<file path="src/rtl/enigma_pkg.sv">
// enigma_pkg: shared constants, FSM state type and wrap-increment helper
// for the Enigma rotor sequencer.
package enigma_pkg;

    localparam int LETTER_W   = 5;
    localparam int ALPHA      = 26;
    localparam int NOTCH1_DEF = 16;  // 'Q'
    localparam int NOTCH2_DEF = 4;   // 'E'

    typedef enum logic [1:0] {
        IDLE = 2'd0,
        STEP = 2'd1,
        ENC  = 2'd2
    } state_e;

    // Increment with explicit compare-and-clear at the top of the alphabet.
    function automatic logic [LETTER_W-1:0] inc_wrap(
        input logic [LETTER_W-1:0] x,
        input logic [LETTER_W-1:0] last
    );
        return (x == last) ? '0 : x + 1'b1;
    endfunction

endpackage

</file>
<file path="src/rtl/enigma_step_ctrl_rotor_stepper.sv">
// rotor_stepper: combinational next-position logic for three rotors.
//   r1_i..r3_i : current positions
//   r1_o..r3_o : positions after one keypress (increment, wrap, double-step)
module rotor_stepper
    import enigma_pkg::*;
#(
    parameter int ALPHA  = enigma_pkg::ALPHA,
    parameter int NOTCH1 = NOTCH1_DEF,
    parameter int NOTCH2 = NOTCH2_DEF
) (
    input  logic [LETTER_W-1:0] r1_i,
    input  logic [LETTER_W-1:0] r2_i,
    input  logic [LETTER_W-1:0] r3_i,
    output logic [LETTER_W-1:0] r1_o,
    output logic [LETTER_W-1:0] r2_o,
    output logic [LETTER_W-1:0] r3_o
);

    localparam logic [LETTER_W-1:0] LAST = LETTER_W'(ALPHA - 1);
    localparam logic [LETTER_W-1:0] N1   = LETTER_W'(NOTCH1);
    localparam logic [LETTER_W-1:0] N2   = LETTER_W'(NOTCH2);

    logic carry1;  // r1 leaving its notch carries into r2
    logic carry2;  // r2 sitting on its notch steps itself and r3

    assign carry1 = (r1_i == N1);
    assign carry2 = (r2_i == N2);

    assign r1_o = inc_wrap(r1_i, LAST);
    // r2 also steps when it is on its own notch: the double-step anomaly.
    assign r2_o = (carry1 || carry2) ? inc_wrap(r2_i, LAST) : r2_i;
    assign r3_o = carry2 ? inc_wrap(r3_i, LAST) : r3_i;

endmodule

</file>
<file path="src/rtl/enigma_step_ctrl.sv">
// enigma_step_ctrl: keypress sequencer for the combinational Enigma datapath.
//   clk, rst          : clock, synchronous active-high reset
//   key_valid, key_in : plaintext letter request (one-cycle pulse)
//   cfg_load, cfg_r*  : rotor start-position load (one-cycle pulse)
//   enc_out           : ciphertext returned by the datapath
//   enc_in, r1..r3    : letter and rotor positions driven to the datapath
//   out_valid/out_char: registered ciphertext with one-cycle valid pulse
//   busy              : FSM not idle
//   err               : registered pulse, a request was rejected
module enigma_step_ctrl
    import enigma_pkg::*;
#(
    parameter int ALPHA  = enigma_pkg::ALPHA,
    parameter int NOTCH1 = NOTCH1_DEF,
    parameter int NOTCH2 = NOTCH2_DEF
) (
    input  logic                clk,
    input  logic                rst,
    input  logic                key_valid,
    input  logic [LETTER_W-1:0] key_in,
    input  logic                cfg_load,
    input  logic [LETTER_W-1:0] cfg_r1,
    input  logic [LETTER_W-1:0] cfg_r2,
    input  logic [LETTER_W-1:0] cfg_r3,
    input  logic [LETTER_W-1:0] enc_out,
    output logic [LETTER_W-1:0] enc_in,
    output logic [LETTER_W-1:0] r1,
    output logic [LETTER_W-1:0] r2,
    output logic [LETTER_W-1:0] r3,
    output logic                out_valid,
    output logic [LETTER_W-1:0] out_char,
    output logic                busy,
    output logic                err
);

    localparam logic [LETTER_W-1:0] LAST = LETTER_W'(ALPHA - 1);

    state_e              state_q, state_d;
    logic [LETTER_W-1:0] r1_q, r1_d, r2_q, r2_d, r3_q, r3_d;
    logic [LETTER_W-1:0] enc_in_q, enc_in_d;
    logic [LETTER_W-1:0] out_char_q, out_char_d;
    logic                out_valid_q, out_valid_d;
    logic                err_q, err_d;
    logic [LETTER_W-1:0] r1_nx, r2_nx, r3_nx;
    logic                cfg_ok;

    rotor_stepper #(
        .ALPHA (ALPHA),
        .NOTCH1(NOTCH1),
        .NOTCH2(NOTCH2)
    ) u_stepper (
        .r1_i(r1_q),
        .r2_i(r2_q),
        .r3_i(r3_q),
        .r1_o(r1_nx),
        .r2_o(r2_nx),
        .r3_o(r3_nx)
    );

    assign cfg_ok = (cfg_r1 <= LAST) && (cfg_r2 <= LAST) && (cfg_r3 <= LAST);

    always_comb begin
        state_d     = state_q;
        r1_d        = r1_q;
        r2_d        = r2_q;
        r3_d        = r3_q;
        enc_in_d    = enc_in_q;
        out_char_d  = out_char_q;
        out_valid_d = 1'b0;
        err_d       = 1'b0;

        unique case (state_q)
            IDLE: begin
                if (cfg_load) begin
                    // Load has priority; a simultaneous key is dropped and flagged.
                    if (cfg_ok) begin
                        r1_d = cfg_r1;
                        r2_d = cfg_r2;
                        r3_d = cfg_r3;
                    end
                    err_d = !cfg_ok || key_valid;
                end else if (key_valid) begin
                    if (key_in <= LAST) begin
                        enc_in_d = key_in;
                        state_d  = STEP;
                    end else begin
                        err_d = 1'b1;
                    end
                end
            end
            STEP: begin
                r1_d    = r1_nx;
                r2_d    = r2_nx;
                r3_d    = r3_nx;
                err_d   = key_valid || cfg_load;
                state_d = ENC;
            end
            ENC: begin
                // Datapath has had this full cycle to settle on the new rotors.
                out_char_d  = enc_out;
                out_valid_d = 1'b1;
                err_d       = key_valid || cfg_load;
                state_d     = IDLE;
            end
            default: state_d = IDLE;
        endcase
    end

    always_ff @(posedge clk) begin
        if (rst) begin
            state_q     <= IDLE;
            r1_q        <= '0;
            r2_q        <= '0;
            r3_q        <= '0;
            enc_in_q    <= '0;
            out_char_q  <= '0;
            out_valid_q <= 1'b0;
            err_q       <= 1'b0;
        end else begin
            state_q     <= state_d;
            r1_q        <= r1_d;
            r2_q        <= r2_d;
            r3_q        <= r3_d;
            enc_in_q    <= enc_in_d;
            out_char_q  <= out_char_d;
            out_valid_q <= out_valid_d;
            err_q       <= err_d;
        end
    end

    assign enc_in    = enc_in_q;
    assign r1        = r1_q;
    assign r2        = r2_q;
    assign r3        = r3_q;
    assign out_char  = out_char_q;
    assign out_valid = out_valid_q;
    assign err       = err_q;
    assign busy      = (state_q != IDLE);

endmodule

</file>
<file path="config.mk">
export PLATFORM = sky130hd
export DESIGN_NAME = enigma_step_ctrl
export DESIGN_NICKNAME = d
export VERILOG_FILES = /design/src/rtl/enigma_pkg.sv /design/src/rtl/enigma_step_ctrl_rotor_stepper.sv /design/src/rtl/enigma_step_ctrl.sv
export SDC_FILE = /design/constraint.sdc
export NUM_CORES = 1
export LEC_CHECK = 0
export ABC_AREA = 0
export ABC_CLOCK_PERIOD_IN_PS = 3700
export CAP_MARGIN = 20
export CORE_MARGIN = 1
export CORE_UTILIZATION = 51
export CTS_BUF_LIST = sky130_fd_sc_hd__clkbuf_4
export CTS_CLUSTER_DIAMETER = 200
export DETAILED_ROUTE_END_ITERATION = 10
export PLACE_DENSITY = 0.88
export SLEW_MARGIN = 30
export SYNTH_ARGS = -nofsm -noshare
export SYNTH_HDL_FRONTEND = slang
export SYNTH_SLANG_ARGS = --single-unit
</file>
<file path="constraint.sdc">
create_clock -name clk -period 3.7 [get_ports clk]
set_input_delay 0.74 -clock clk [delete_from_list [all_inputs] [get_ports clk]]
set_output_delay 0.74 -clock clk [all_outputs]
set_load 0.005 [all_outputs]
</file>
==> flow_summary.json, run 1 <==
{
  "rsz0062_at_grt": "no",
  "setup_viol": 0,
  "ctsRootBufferMaster": "clkbuf_4",
  "fin_total_pwr_uw": 826,
  "dp_hpwl_um": 3020,
  "avgSynthCellArea_um2": 9.23,
  "htree_num_levels": 2,
  "syn2layout_area_growth_pct": 38.6,
  "nets": 277,
  "r2r_slack_ns": 1.64,
  "drive_gt1_frac": 0.0633,
  "routed.top_layer": "met4",
  "reg2reg_depth": 6,
  "hold_buffers": 0,
  "vias_per_cell": 5.72,
  "finalSetupTns_ns": 0,
  "outcome": "complete, no violations",
  "syn-instance-count": 182,
  "end_kind": "flip-flop",
  "num_io_pins": 57,
  "worstPathArrival_ns": 2.65,
  "fin_area_mm2": 0.00233,
  "synth_edf_count": 0,
  "min_period_ns": 2.46,
  "synthFlopType": "dfxtp_1",
  "grt_pass1_vias": 1411,
  "detail-route-antenna-nets": 0,
  "hold_path_end": "out_char[4]",
  "power.density_mw_per_mm2": 355,
  "synth_cell_types": 47,
  "place.gp.congestion": 0.896,
  "max-slew-margin-rel": 0.376,
  "drtPass1Iterations": 4,
  "coreArea_mm2": 0.00308,
  "ys_async_sr_fraction": 0,
  "wl_met2_um": 1850,
  "layout_commonest_cell": "clkdlybuf4s50_1",
  "netlist_top_cells_area": "dfxtp_1 (35%), ha_1 (8.9%), mux2i_1 (7.7%)",
  "grt_pass1_wl_um": 6470,
  "placed_area_mm2": 0.00225,
  "syn_nets": 223,
  "dieHeight_um": 59.4,
  "wl_met3_um": 322,
  "min_from": "out_char[4]",
  "crit_type": "in -> reg",
  "slew_viol_final": 0,
  "yosysTopAreaCellShare": 0.346,
  "drtIter0Drc": 75,
  "initial_core_util": 0.546,
  "fin_util": 0.756,
  "clockBufferDepth": 2,
  "rows": 20,
  "num_vias": 1608,
  "antenna_found_initial": 0,
  "die_area_mm2": 0.00353,
  "maxCapViolCount": 0,
  "whs_path_depth": 2,
  "hold_class": "reg -> reg",
  "worstPathMaxFanout": 13,
  "max_freq_mhz": 407,
  "finalHoldViolations": 0,
  "syn_area_mm2": 0.00168,
  "insertion_delay_ns": 0.33,
  "yosysSeqAreaShare": 0.346,
  "ir_worst_vdd_mv": 0.218,
  "cp.required_ns": 3.90,
  "r2r_start": "state_q[0]",
  "cts_tree": "yes",
  "p_leak_uw": 0.000918,
  "wl_um": 4040,
  "wl_met1_um": 1800,
  "cts_buffers": 5,
  "crit_start": "cfg_r3[2]",
  "numPortBuffers": 56,
  "drc_errors": 0,
  "fin_worst_skew_ns": 0.00632,
  "wl_per_cell_um": 14.4,
  "synth_top_area_cell": "dfxtp_1",
  "grt_start_max_net_pins": 23,
  "start_kind": "input pin",
  "ctsResizeCount": 0,
  "die_x_um": 59.4,
  "grt_overflow": 0,
  "clk_transition_reported_paths_ns": 0.10,
  "period_share": 0.664,
  "timing.rr.end": "r3[0]",
  "final_cell_mix": "clkdlybuf4s50_1 (56), dfxtp_1 (29), inv_1 (16), nor2_1 (14), mux2i_1 (13)",
  "grtUsageTotal": 0.247,
  "ys_seq_elements": 29,
  "worst_slew_pin_slew_ns": 0.921,
  "post_cts_buffers": 0,
  "yosys_warnings": 0,
  "n_antenna_cell": 0,
  "cts.sinks": 29
}
## cell usage after synthesis, types with 2 or more instances
cell type and count:
dfxtp_1 29, a21oi_1 6, inv_1 16, nor3_1 5
buf_2 2, o211a_1 3, o221ai_1 2, o21ai_0 2
a41o_1 2, inv_2 2, a221oi_1 4, a22oi_1 3
a2111oi_0 3, nand3_1 4, nor2_1 14, mux2i_1 13
o32ai_1 3, o311ai_1 2, nand2_1 7, a311oi_1 3
clkbuf_1 5, a41oi_1 2, a211oi_1 6, ha_1 12
xnor2_1 2, a31oi_1 2, a32oi_1 2, nand2b_1 3
nor2b_1 3, o21ai_1 3
## worst max-delay path, stage by stage
cell	delay, ns
clkdlybuf4s50_1	0.43
o211a_1	0.30
o41a_1	0.61
a2111oi_0	0.48
a211oi_1	0.09
## worst max path at each step
stage / endpoint / cells after the start
global route: r3[0] / 5
CTS: r3[0] / 5
finish: r3[0] / 5
global placement: r3[3] / 5
floorplan: r3[2] / 5
detailed placement: r3[0] / 5
## flip-flops by register name, summed over array words and instances, names as in the netlist
register,count
out_valid,1
r1,5
err,1
enc_in,5
state_q,2
r3,5
r2,5
out_char,5
## per-layer routing
layer	track usage	vias to the layer above
met5	0	-
met4	0.109	0
met3	0.0459	9
met2	0.376	75
met1	0.339	732
li1	-	792
## layout make-up
cell class | count | area [um^2]
repair buffers | 57 | 568
inverters | 18 | 67.6
clock inverters | 3 | 41.3
well taps | 44 | 55.1
flip-flops and latches | 29 | 581
fillers | 253 | 751
clock buffers | 5 | 37.5
multi-input cells | 125 | 977
## through the flow
step / cells / setup WS, ns / hold WS (ns)
floorplan: 182 / 1.61 / 0.477
global placement: 273 / 0.982 / 0.473
detailed placement: 273 / 0.905 / 0.489
CTS: 281 / 1.26 / 0.510
global route: 281 / 1.07 / 0.532
finish: 281 / 1.24 / 0.499
## where the power goes
part,total (uW),switching [uW],internal (uW)
clock network,256,116,140
logic,209,93.5,115
registers,362,27.7,334
total,826,237,589
## kinds of logic (layout without fill, tap and decap cells)
family	Yosys count	in the layout	share of synthesized area
compound gates	54	54	0.268
simple gates	43	43	0.131
flops	29	29	0.346
buf+inv	28	83	0.0723
mux	13	13	0.0775
fa+ha+maj	12	12	0.0894
xor+xnor	3	3	0.0157
Power figures use the tool's default switching activity.
==> run 2, diff against run 1 <==
--- a/config.mk
+++ b/config.mk
@@ -6,14 +6,14 @@
 export NUM_CORES = 1
 export LEC_CHECK = 0
 export ABC_AREA = 0
-export ABC_CLOCK_PERIOD_IN_PS = 3700
+export ABC_CLOCK_PERIOD_IN_PS = 2400
 export CAP_MARGIN = 20
 export CORE_MARGIN = 1
-export CORE_UTILIZATION = 51
+export CORE_UTILIZATION = 47
 export CTS_BUF_LIST = sky130_fd_sc_hd__clkbuf_4
 export CTS_CLUSTER_DIAMETER = 200
 export DETAILED_ROUTE_END_ITERATION = 10
-export PLACE_DENSITY = 0.88
+export PLACE_DENSITY = 0.82
 export SLEW_MARGIN = 30
 export SYNTH_ARGS = -nofsm -noshare
 export SYNTH_HDL_FRONTEND = slang
==> constraint.sdc (replaced) <==
create_clock -name clk -period 2.4 [get_ports clk]
set_input_delay 0.48 -clock clk [delete_from_list [all_inputs] [get_ports clk]]
set_output_delay 0.48 -clock clk [all_outputs]
set_load 0.005 [all_outputs]
==> run 2 against run 1 <==
Net effect: clock power grew 16%; routed wire length down 5.1%; core utilization is 6.2 points lower; clock-buffer cell count did not move; clock skew rose by 0.0026 ns; non-clock buffer count grew 6; critical path type is now reg -> out; critical endpoint is now busy; largest cell class unchanged; highest routed layer unchanged.
==> flow_summary.json, run 2 (synthesis results as in run 1) <==
{
  "antenna_found_initial": 0,
  "ctsRootBufferMaster": "clkbuf_4",
  "fin_cells": 289,
  "fin_util": 0.694,
  "outcome": "complete, no violations",
  "start_kind": "flip-flop",
  "fin_area_mm2": 0.00235,
  "drtPass1Iterations": 4,
  "place_ws_ns": -0.0395,
  "initial_core_util": 0.495,
  "numPortBuffers": 56,
  "setup_viol": 0,
  "placed_area_mm2": 0.00230,
  "grtUsageTotal": 0.209,
  "finalHoldViolations": 0,
  "rsz0062_at_grt": "no",
  "die_area_mm2": 0.00382,
  "ir_worst_vdd_mv": 0.399,
  "clockBufferDepth": 2,
  "worst_slew_pin_slew_ns": 0.499,
  "period_share": 0.890,
  "clk_transition_reported_paths_ns": 0.10,
  "cts.sinks": 29,
  "worstPathMaxFanout": 6,
  "power.density_mw_per_mm2": 503,
  "die_x_um": 61.8,
  "crit_type": "reg -> out",
  "max-slew-margin-rel": 0.663,
  "drive_gt1_frac": 0.0905,
  "place.gp.congestion": 0.826,
  "p_leak_uw": 0.000938,
  "drc_errors": 0,
  "htree_num_levels": 2,
  "wl_per_cell_um": 13.3,
  "hold_class": "reg -> reg",
  "n_antenna_cell": 0,
  "end_kind": "primary output",
  "ctsResizeCount": 0,
  "postLayoutSetupSlackWorst_ns": 0.263,
  "dieHeight_um": 61.8,
  "grt_overflow": 0,
  "wl_um": 3840,
  "num_vias": 1621,
  "maxCapViolCount": 0,
  "syn2layout_area_growth_pct": 40.0,
  "hold_buffers": 0,
  "slew_viol_final": 0,
  "grt_start_max_net_pins": 23,
  "layout_commonest_cell": "clkdlybuf4s50_1",
  "vias_per_cell": 5.61,
  "post_cts_buffers": 0,
  "detail-route-antenna-nets": 0,
  "dp_hpwl_um": 2900,
  "drtIter0Drc": 88,
  "grt_pass1_wl_um": 5870,
  "fin_worst_skew_ns": 0.00890,
  "max_freq_mhz": 468,
  "coreArea_mm2": 0.00339,
  "final_cell_mix": "clkdlybuf4s50_1 (56), dfxtp_1 (29), inv_1 (16), nor2_1 (14), mux2i_1 (13)",
  "cts_buffers": 5,
  "grt_pass1_vias": 1370,
  "nets": 283,
  "dp.cells": 281,
  "cts_tree": "yes",
  "rows": 21,
  "num_io_pins": 57,
  "min_period_ns": 2.14,
  "worstPathArrival_ns": 1.66,
  "insertion_delay_ns": 0.34,
  "cp.required_ns": 1.92
}
==> run 2: cell types whose count changed in the layout (fill, tap and decap cells not counted), sizes merged <==
cell and delta:
bufinv -1, buf +6, clkinv +1
==> run 2: path summary, 6_finish.rpt <==
path                                  start          end  slack (ns)  cells past startpoint
worst min register to register  out_char[1]  out_char[1]        0.51                      2
worst max register to register   state_q[1]        r1[2]        0.40                      6
worst max-delay path             state_q[0]         busy        0.26                      4
worst min-delay path            out_char[1]  out_char[1]        0.51                      2
==> run 2: worst max-delay path, cell delays in order, from the launching register on <==
cell and delay (ns):
dfxtp_1 0.38, inv_1 0.09, ha_1 0.26, inv_1 0.09, clkdlybuf4s50_1 0.50
==> run 2: cell type report <==
cell class                      count  area (um^2)
Timing Repair Buffer               63          613
Multi-Input combinational cell    125          977
Fill cell                         277         1040
Sequential cell                    29          581
Clock inverter                      3         17.5
Clock buffer                        5         37.5
Inverter                           18         67.6
Tap cell                           46         57.6
==> run 2: per-stage QoR <==
stage	setup TNS [ns]	hold slack (ns)	total power, uW
3_3_place_gp	0	0.478	892
3_5_place_dp	-0.107	0.482	897
6_report	0	0.507	1180
5_1_grt	0	0.545	1250
4_1_cts	0	0.505	1190
2_1_floorplan	0	0.477	733
==> run 2: layer usage <==
layer	global-route usage	up-vias	share of wire
met4	0.0635	0	0.0068
met1	0.260	762	0.46
met2	0.349	47	0.48
met3	0.0600	4	0.053
met5	0	-	0
li1	-	808	-
==> run 2: where the power goes <==
part	internal [uW]	switching, uW
sequential	515	42.8
clock	110	186
combinational	187	141
total	813	370
